[src/rtl/enigma_rotor_sched.sv]
// Sequencing controller for the 3-rotor ENIGMA chain: steps rotors per keypress and returns ciphertext.
// Build option: define ENIGMA_DOUBLE_STEP_EN for the historical middle-rotor double-step.
module enigma_rotor_sched #(
  parameter int unsigned NOTCH0      = 16,
  parameter int unsigned NOTCH1      = 4,
  parameter int unsigned SETTLE_CYC  = 2,
  parameter int unsigned TIMEOUT_CYC = 16
) (
  input  logic       clk,
  input  logic       rst,
  input  logic       cfg_load,
  input  logic [4:0] cfg_pos0,
  input  logic [4:0] cfg_pos1,
  input  logic [4:0] cfg_pos2,
  input  logic       in_valid,
  input  logic [4:0] in_char,
  output logic       in_ready,
  output logic [4:0] position0,
  output logic [4:0] position1,
  output logic [4:0] position2,
  output logic [4:0] rotor_in,
  input  logic [4:0] rotor_out,
  input  logic       rotor_done,
  output logic       out_valid,
  output logic [4:0] out_char,
  input  logic       out_ready,
  output logic       err
);

  localparam int unsigned CW   = $clog2(TIMEOUT_CYC + 1);
  localparam logic [4:0]  LAST = 5'd25;

  localparam logic [1:0] IDLE   = 2'd0;
  localparam logic [1:0] STEP   = 2'd1;
  localparam logic [1:0] SETTLE = 2'd2;
  localparam logic [1:0] OUT    = 2'd3;

  function automatic logic [4:0] inc26(input logic [4:0] x);
    return (x == LAST) ? 5'd0 : x + 5'd1;
  endfunction

  function automatic logic [4:0] clamp26(input logic [4:0] x);
    return (x > LAST) ? 5'd0 : x;
  endfunction

  logic [1:0]    state, state_nxt;
  logic [CW-1:0] count, count_nxt;
  logic [4:0]    pos0_nxt, pos1_nxt, pos2_nxt, rotor_in_nxt, out_char_nxt;
  logic          out_valid_nxt, err_nxt;
  logic          step1, step2;

  assign in_ready = (state == IDLE) && !cfg_load;

  // Middle-rotor stepping rule; the slow rotor only ever moves together with the middle one.
`ifdef ENIGMA_DOUBLE_STEP_EN
  assign step1 = (position0 == 5'(NOTCH0)) || (position1 == 5'(NOTCH1));
`else
  assign step1 = (position0 == 5'(NOTCH0));
`endif
  assign step2 = step1 && (position1 == 5'(NOTCH1));

  // State and registered outputs.
  always_ff @(posedge clk or posedge rst) begin
    if (rst) begin
      state     <= IDLE;
      count     <= '0;
      position0 <= 5'd0;
      position1 <= 5'd0;
      position2 <= 5'd0;
      rotor_in  <= 5'd0;
      out_char  <= 5'd0;
      out_valid <= 1'b0;
      err       <= 1'b0;
    end else begin
      state     <= state_nxt;
      count     <= count_nxt;
      position0 <= pos0_nxt;
      position1 <= pos1_nxt;
      position2 <= pos2_nxt;
      rotor_in  <= rotor_in_nxt;
      out_char  <= out_char_nxt;
      out_valid <= out_valid_nxt;
      err       <= err_nxt;
    end
  end

  // Next-state and next-output logic.
  always_comb begin
    state_nxt     = state;
    count_nxt     = count;
    pos0_nxt      = position0;
    pos1_nxt      = position1;
    pos2_nxt      = position2;
    rotor_in_nxt  = rotor_in;
    out_char_nxt  = out_char;
    out_valid_nxt = out_valid;
    err_nxt       = 1'b0;
    case (state)
      IDLE: begin
        if (cfg_load) begin
          pos0_nxt = clamp26(cfg_pos0);
          pos1_nxt = clamp26(cfg_pos1);
          pos2_nxt = clamp26(cfg_pos2);
        end else if (in_valid) begin
          if (in_char > LAST) begin
            err_nxt = 1'b1;
          end else begin
            rotor_in_nxt = in_char;
            state_nxt    = STEP;
          end
        end
      end
      STEP: begin
        pos0_nxt  = inc26(position0);
        if (step1) pos1_nxt = inc26(position1);
        if (step2) pos2_nxt = inc26(position2);
        count_nxt = '0;
        state_nxt = SETTLE;
      end
      SETTLE: begin
        // A good sample wins over the timeout when both land on the same cycle.
        if ((count >= CW'(SETTLE_CYC - 1)) && rotor_done) begin
          out_char_nxt  = rotor_out;
          out_valid_nxt = 1'b1;
          state_nxt     = OUT;
        end else if (count >= CW'(TIMEOUT_CYC - 1)) begin
          err_nxt   = 1'b1;
          state_nxt = IDLE;
        end else begin
          count_nxt = count + CW'(1);
        end
      end
      OUT: begin
        if (out_ready) begin
          out_valid_nxt = 1'b0;
          state_nxt     = IDLE;
        end
      end
      default: state_nxt = IDLE;
    endcase
  end

endmodule

[config.mk]
export PLATFORM = sky130hd
export DESIGN_NAME = enigma_rotor_sched
export DESIGN_NICKNAME = d
export VERILOG_FILES = /design/src/rtl/enigma_rotor_sched.sv
export SDC_FILE = /design/constraint.sdc
export NUM_CORES = 1
export LEC_CHECK = 0
export CORE_MARGIN = 3
export CORE_UTILIZATION = 30
export CTS_CLUSTER_DIAMETER = 120
export DETAILED_ROUTE_END_ITERATION = 8
export PLACE_DENSITY = 0.53
export SYNTH_ARGS = -nofsm -noshare
export SYNTH_HDL_FRONTEND = slang
export SYNTH_SLANG_ARGS = --single-unit
[constraint.sdc]
create_clock -name clk -period 1.95 [get_ports clk]
set_input_delay 0.39 -clock clk [delete_from_list [all_inputs] [get_ports clk]]
set_output_delay 0.39 -clock clk [all_outputs]
set_load 0.03 [all_outputs]
==> results of run 1 <==
==> layout make-up <==
cell class	count	area [um^2]
Fill cell	629	3470
Multi-Input combinational cell	153	1080
Timing Repair Buffer	77	721
Sequential cell	34	851
Clock buffer	5	68.8
Inverter	18	67.6
Clock inverter	3	68.8
Tap cell	77	96.3
==> kinds of logic (layout without fill, tap and decap cells) <==
logic type	count (synthesis)	after routing	synth area share, %
AND/OR/NAND/NOR	72	72	19.1
adder cells (fa/ha/maj)	11	11	6.83
AO/OA/AOI/OAI	63	63	23.2
multiplexers	7	7	3.85
buffers and inverters	24	103	4.84
flip-flops	34	34	42.2
==> routing by layer <==
layer | wire, um | share of wire, %
met5 | 0 | 0
met2 | 2500 | 48
met3 | 195 | 3.8
met4 | 40 | 0.77
met1 | 2450 | 47
==> cells in the mapped netlist (3+ instances only) <==
master,instances,area (um^2)
a21oi_1,10,50.1
a221oi_1,3,26.3
a22o_1,4,35.0
a2bb2oi_1,3,26.3
a31oi_1,4,25.0
and2_1,3,18.8
clkbuf_1,4,15.0
dfrtp_1,34,851
ha_1,11,138
inv_1,18,67.6
mux2_2,6,67.6
nand2_1,28,105
nand3_1,10,50.1
nand4b_1,3,26.3
nor2_1,10,37.5
nor3_1,3,15.0
o21ai_0,7,35.0
o22a_1,3,26.3
o22ai_1,5,31.3
==> sequential cells by signal (all words and copies together), names as in the netlist <==
signal and cells:
err 1, out_valid 1, state 2, out_char 5, count 5, position1 5
rotor_in 5, position2 5, position0 5
==> final timing paths <==
path,cells past startpoint,slack [ps],endpoint
min in group asynchronous,3,500,position1[0]
max in group asynchronous,3,1120,position1[4]
hold reg to reg,2,480,rotor_in[2]
setup / recovery,5,60,out_char[4]
hold / removal,2,480,rotor_in[2]
setup reg to reg,5,60,out_char[4]
==> report_power, final <==
| group | leakage, nW | total, mW | internal [mW] | switching [mW] |
|---|---|---|---|---|
| sequential | 0.412 | 1.34 | 1.03 | 0.313 |
| clock | 0.0683 | 0.794 | 0.512 | 0.282 |
| combinational | 0.804 | 2.73 | 1.26 | 1.48 |
| total | 1.28 | 4.87 | 2.80 | 2.07 |
==> critical path, delay by kind of cell, from the launching register on <==
family	cells	cell delay, ps
AO/OA/AOI/OAI	1	340
buffers and inverters	1	150
flip-flops	1	400
multiplexers	1	340
AND/OR/NAND/NOR	2	540
==> cell usage in the layout (no fill, tap or decap), types with 2 or more instances in the layout <==
master / netlist / layout
ha_1: 11 / 9
nor3_1: 3 / 3
nand2_1: 28 / 28
nor2_1: 10 / 10
and2_1: 3 / 3
clkdlybuf4s50_1: 0 / 57
o22a_1: 3 / 3
nand4b_1: 3 / 3
o211ai_1: 2 / 2
buf_4: 2 / 20
a221oi_1: 3 / 3
ha_2: 0 / 2
a22oi_1: 2 / 2
o21a_1: 2 / 2
nand2b_1: 2 / 2
nand3_1: 10 / 10
o31ai_1: 2 / 2
o21ai_0: 7 / 7
a31oi_1: 4 / 4
inv_1: 18 / 18
bufinv_16: 0 / 2
nand4bb_1: 2 / 2
a2bb2oi_1: 3 / 3
dfrtp_1: 34 / 34
a22o_1: 4 / 4
mux2_2: 6 / 6
clkbuf_8: 0 / 5
a21oi_1: 10 / 10
o22ai_1: 5 / 5
==> what timing repair did <==
item	4_1_cts	5_1_grt
endpoints found under the setup margin	1	8
pin swaps	1	1
buffers inserted	1	0
hold buffers	0	0
gates resized for setup	0	4
==> impl_metrics.csv, run 1 <==
group,metric,value,unit
status,outcome,"finished clean",
detailed_routing,dr.first_iter.drc_count,87,
synthesis,ys.flop_type,"dfrtp_1",
synthesis,synth_nets,253,
clock_network,tritoncts,"done",
die,die-area,7740,um^2
global_route,antenna_found_initial,0,
final_layout,n_antenna_cell,0,
final_layout,final_util,46.0,%
placed_design,portBuffers,58,
clock_network,root_buffer,"clkbuf_8",
final_layout,layout.nets,331,
synthesis,syn_area,2020,um^2
detailed_routing,drt_first_pass_iters,4,
timing,worst_slack,60.2,ps
detailed_routing,wirelength,5190,um
setup_path,start_kind,"register",
die,die_x,88.0,um
timing,worst_slew_margin_rel,55.9,%
timing,period_needed,1890,ps
power_and_ir_drop,p_leak,1.28,nW
min_path,hold_start,"rotor_in[2]",
clock_network,clkTransAtPathRegs,80,ps
clock_network,clk_latency,290,ps
timing,setup_tns,0,ps
setup_path,cp-startpoint,"count[0]",
die,io_pins,59,
global_route,grtUsageMet2,22.3,%
global_route,grt_pass1_vias,1816,
global_route,grt_max_degree,35,
timing,fin_worst_skew,9.20,ps
timing,final_max_slew_viol_count,0,
detailed_routing,ant_nets,0,
die,start_util,31.4,%
setup_path,cp_max_fo,7,
clock_network,htreeDepth,2,
final_layout,fin_area,2960,um^2
timing,finalSetupViolCount,0,
setup_path,worstSetupPathType,"register to register",
global_route,grt_pass1_wl,8480,um
setup_path,crit_chain,"buf_4 > or4_1 > o31a_4 > nand2_4 > mux2_2",
placed_design,gp_congestion,0.866,
global_route,grt_use_met1,18.6,%
clock_network,cts_inserted_buffers,5,
placed_design,placedCellCount,358,
detailed_routing,vias,1906,
timing,tightest_slew,660,ps
timing,hold_violations,0,
synthesis,ys_async_sr_fraction,100,%
setup_path,rr_startpoint,"count[0]",
synthesis,ys_ff_latch,34,
setup_path,worstSetupEndpointType,"register",
synthesis,synth_warnings,0,
min_path,min_path_type,"register to register",
global_route,grtUsageMet3,3.10,%
setup_path,max_stage_delay,410,ps
timing,rsz0062_at_grt,"true",
global_route,track_usage,13.9,%
synthesis,ys_types,54,
clock_network,clk_path_buf_depth,2,
power_and_ir_drop,power,4.87,mW
final_layout,instances_no_fill,367,
synthesis,syn_inst,211,
synthesis,ys_seq_area_share,42.2,%
power_and_ir_drop,p_per_area,1650,nW/um^2
placed_design,dpl.hpwl,3910,um
die,core_area,6420,um^2
setup_path,critPathSlowestCell,"or4_1",
synthesis,synth_edf_count,0,
die,die_h,88.0,um
global_route,top_usage_layer,"met2",
global_route,grt-ovfl-total,0,
detailed_routing,wl_per_cell,14.1,um
timing,maxClockFrequency,529,MHz
placed_design,placed_cell_area,2800,um^2
flow_run,maxCapViolations,0,
final_layout,areaGrowthSynthToFinish,46.7,%
die,rows,29,
power_and_ir_drop,vdd_drop_max,727,uV
synthesis,synth.avg_cell_area,9.55,um^2
clock_network,clock_sinks,34,
final_layout,drive_gt1_share,16.2,%
timing,hold_ws,482,ps
placed_design,pre_cts_slack,17.5,ps
setup_path,crit_required,2130,ps
detailed_routing,drcViolationCount,0,
timing,finalCritPeriodShare,96.9,%
setup_path,arrival,2070,ps
detailed_routing,viasPerCell,5.19,
Note: power is estimated with default switching activity, not from simulation.
==> run 2: changes to the inputs <==
--- a/config.mk
+++ b/config.mk
@@ -5,11 +5,13 @@
 export SDC_FILE = /design/constraint.sdc
 export NUM_CORES = 1
 export LEC_CHECK = 0
-export CORE_MARGIN = 3
+export CORE_ASPECT_RATIO = 2
+export CORE_MARGIN = 5
 export CORE_UTILIZATION = 30
 export CTS_CLUSTER_DIAMETER = 120
 export DETAILED_ROUTE_END_ITERATION = 8
-export PLACE_DENSITY = 0.53
+export DONT_BUFFER_PORTS = 1
+export PLACE_DENSITY = 0.41
 export SYNTH_ARGS = -nofsm -noshare
 export SYNTH_HDL_FRONTEND = slang
 export SYNTH_SLANG_ARGS = --single-unit
==> run 2 against run 1 <==
Against the previous run: the flow now finishes with violations (negative hold slack); register-to-register slack hardly changed; global-route usage is 0.27 points higher; setup slack better by 5.2 ps; wire length is 9.5% higher; clock power is 31% higher; combinational power down 22%; hold slack worse by 490 ps; die area increased by 11%; fmax grew 0.28%; largest cell class unchanged.
==> impl_metrics.csv, run 2 (synthesis results as in run 1) <==
group,metric,value,unit
power_and_ir_drop,p_switching,2.13,mW
die,core_area,6570,um^2
timing,period_needed,1880,ps
clock_network,clk_path_buf_depth,2,
setup_path,crit_required,2150,ps
global_route,track_usage,14.1,%
min_path,min_path_type,"primary input to asynchronous set/reset pin",
placed_design,dpl.hpwl,4520,um
setup_path,rr_worst_depth,6,
global_route,grt-ovfl-total,0,
clock_network,tritoncts,"done",
setup_path,r2r-end,"count[1]",
power_and_ir_drop,p_clk_share,21.7,%
clock_network,clkTransAtPathRegs,60,ps
final_layout,mostFrequentLayoutCell,"dfrtp_1",
detailed_routing,drt_first_pass_iters,4,
die,start_util,30.7,%
detailed_routing,wl_per_cell,17.4,um
setup_path,arrival,2080,ps
final_layout,instances_no_fill,327,
setup_path,worstSetupPathType,"register to register",
timing,tightest_slew,637,ps
timing,worst_slew_margin_rel,57.5,%
status,outcome,"complete, but fails checks",
setup_path,start_kind,"register",
die,die_h,126,um
placed_design,portBuffers,0,
global_route,grt_pass1_vias,1908,
power_and_ir_drop,p_comb_share,44.3,%
die,die-area,8560,um^2
global_route,antenna_found_initial,0,
power_and_ir_drop,p_int,2.66,mW
timing,setup_tns,0,ps
placed_design,placed_cell_area,2300,um^2
clock_network,cts_inserted_buffers,5,
clock_network,clock_sinks,34,
timing,final_max_slew_viol_count,0,
detailed_routing,viasPerCell,5.41,
final_layout,final_cell_mix,"dfrtp_1 (34), nand2_1 (28), buf_4 (25)",
setup_path,cp_max_fo,5,
timing,rsz0062_at_grt,"false",
flow_run,maxCapViolations,0,
detailed_routing,drcViolationCount,0,
clock_network,cts_setup_buffers,0,
placed_design,placedCellCount,319,
power_and_ir_drop,p_per_area,1870,nW/um^2
die,die_x,68.0,um
clock_network,htreeDepth,2,
timing,hold_ws,-3.12,ps
detailed_routing,vias,1769,
final_layout,layout.nets,280,
global_route,grt_max_degree,26,
status,violations,"negative hold slack",
power_and_ir_drop,pwr-share-seq,34.0,%
global_route,grt_pass1_wl,9190,um
power_and_ir_drop,p_leak,1.13,nW
detailed_routing,dr.first_iter.drc_count,115,
setup_path,timing.reg2reg.setup_slack,70,ps
timing,finalSetupViolCount,0,
setup_path,worstSetupEndpointType,"register",
clock_network,clk_latency,280,ps
timing,hold_violations,7,
die,rows,42,
placed_design,gp_congestion,0.859,
final_layout,fin_area,2560,um^2
clock_network,root_buffer,"clkbuf_16",
power_and_ir_drop,vdd_drop_max,782,uV
detailed_routing,wirelength,5680,um
final_layout,areaGrowthSynthToFinish,27.0,%
detailed_routing,ant_nets,0,
die,io_pins,59,
final_layout,n_antenna_cell,0,
setup_path,rr_startpoint,"count[1]",
timing,fin_worst_skew,4.84,ps
power_and_ir_drop,switching_share,44.4,%
timing,maxClockFrequency,531,MHz
final_layout,drive_gt1_share,23.0,%
timing,finalCritPeriodShare,96.6,%
run 2: cell types whose count changed in the layout (fill, tap and decap cells not counted), sizes merged:
cell           previous run  this run
clkdlybuf4s50            57         0
buf                      20        26
run 2: how the worst max path moves through the flow:
stage                         from           to  slack [ps]  cells after the start
after floorplan           count[0]     count[1]          30                      6
after global placement    count[1]     count[1]          60                      6
after detailed placement  count[1]     count[1]        -100                      6
after CTS                 count[4]  out_char[2]          10                      4
after global routing      count[1]     count[1]           1                      6
final                     count[1]     count[1]          70                      6
run 2: layout make-up:
class / instances / area (um^2)
fill: 664 / 4010
multi-input combinational: 153 / 1130
sequential: 34 / 851
timing repair buffer: 26 / 208
clock buffer: 5 / 125
tap: 88 / 110
clock inverter: 3 / 68.8
inverter: 18 / 67.6
run 2: worst max-delay path: stages, from the launching register on:
cell and delay (ps):
dfrtp_1 410, ha_2 220, and3_4 190, ha_4 160, a311oi_4 310, nor3b_4 300, mux2i_1 220
run 2: power groups by stage:
stage / registers (mW) / clock network [mW] / logic [mW]
global placement: 1.63 / 0 / 2.00
CTS: 1.63 / 1.07 / 2.08
finish: 1.63 / 1.04 / 2.12
global route: 1.68 / 1.10 / 2.33
detailed placement: 1.64 / 0 / 2.06
floorplan: 1.83 / 0 / 1.16
run 2: what timing repair did:
action,CTS,global route
pin swaps,1,3
hold buffers,0,0
gates resized for setup,2,8
cloned,0,0
endpoints found under the setup margin,4,14
run 2: metrics by stage:
| step | util (%) | setup WS (ps) | power (mW) |
|---|---|---|---|
| 4_1_cts | 38.2 | 9.87 | 4.79 |
| 3_5_place_dp | 35.1 | -96.7 | 3.71 |
| 2_1_floorplan | - | 28.1 | 2.98 |
| 3_3_place_gp | 35.1 | 64.7 | 3.63 |
| 6_report | 39.0 | 65.5 | 4.79 |
| 5_1_grt | 39.0 | 1.26 | 5.11 |
run 2: routing by layer:
layer  up-vias  track usage (%)  part of all wire, %
met1       882             13.8                   34
met3         9             3.39                  5.3
met5         -                0                    0
met4         0             6.57                  2.1
li1        828                -                    -
met2        50             26.2                   59
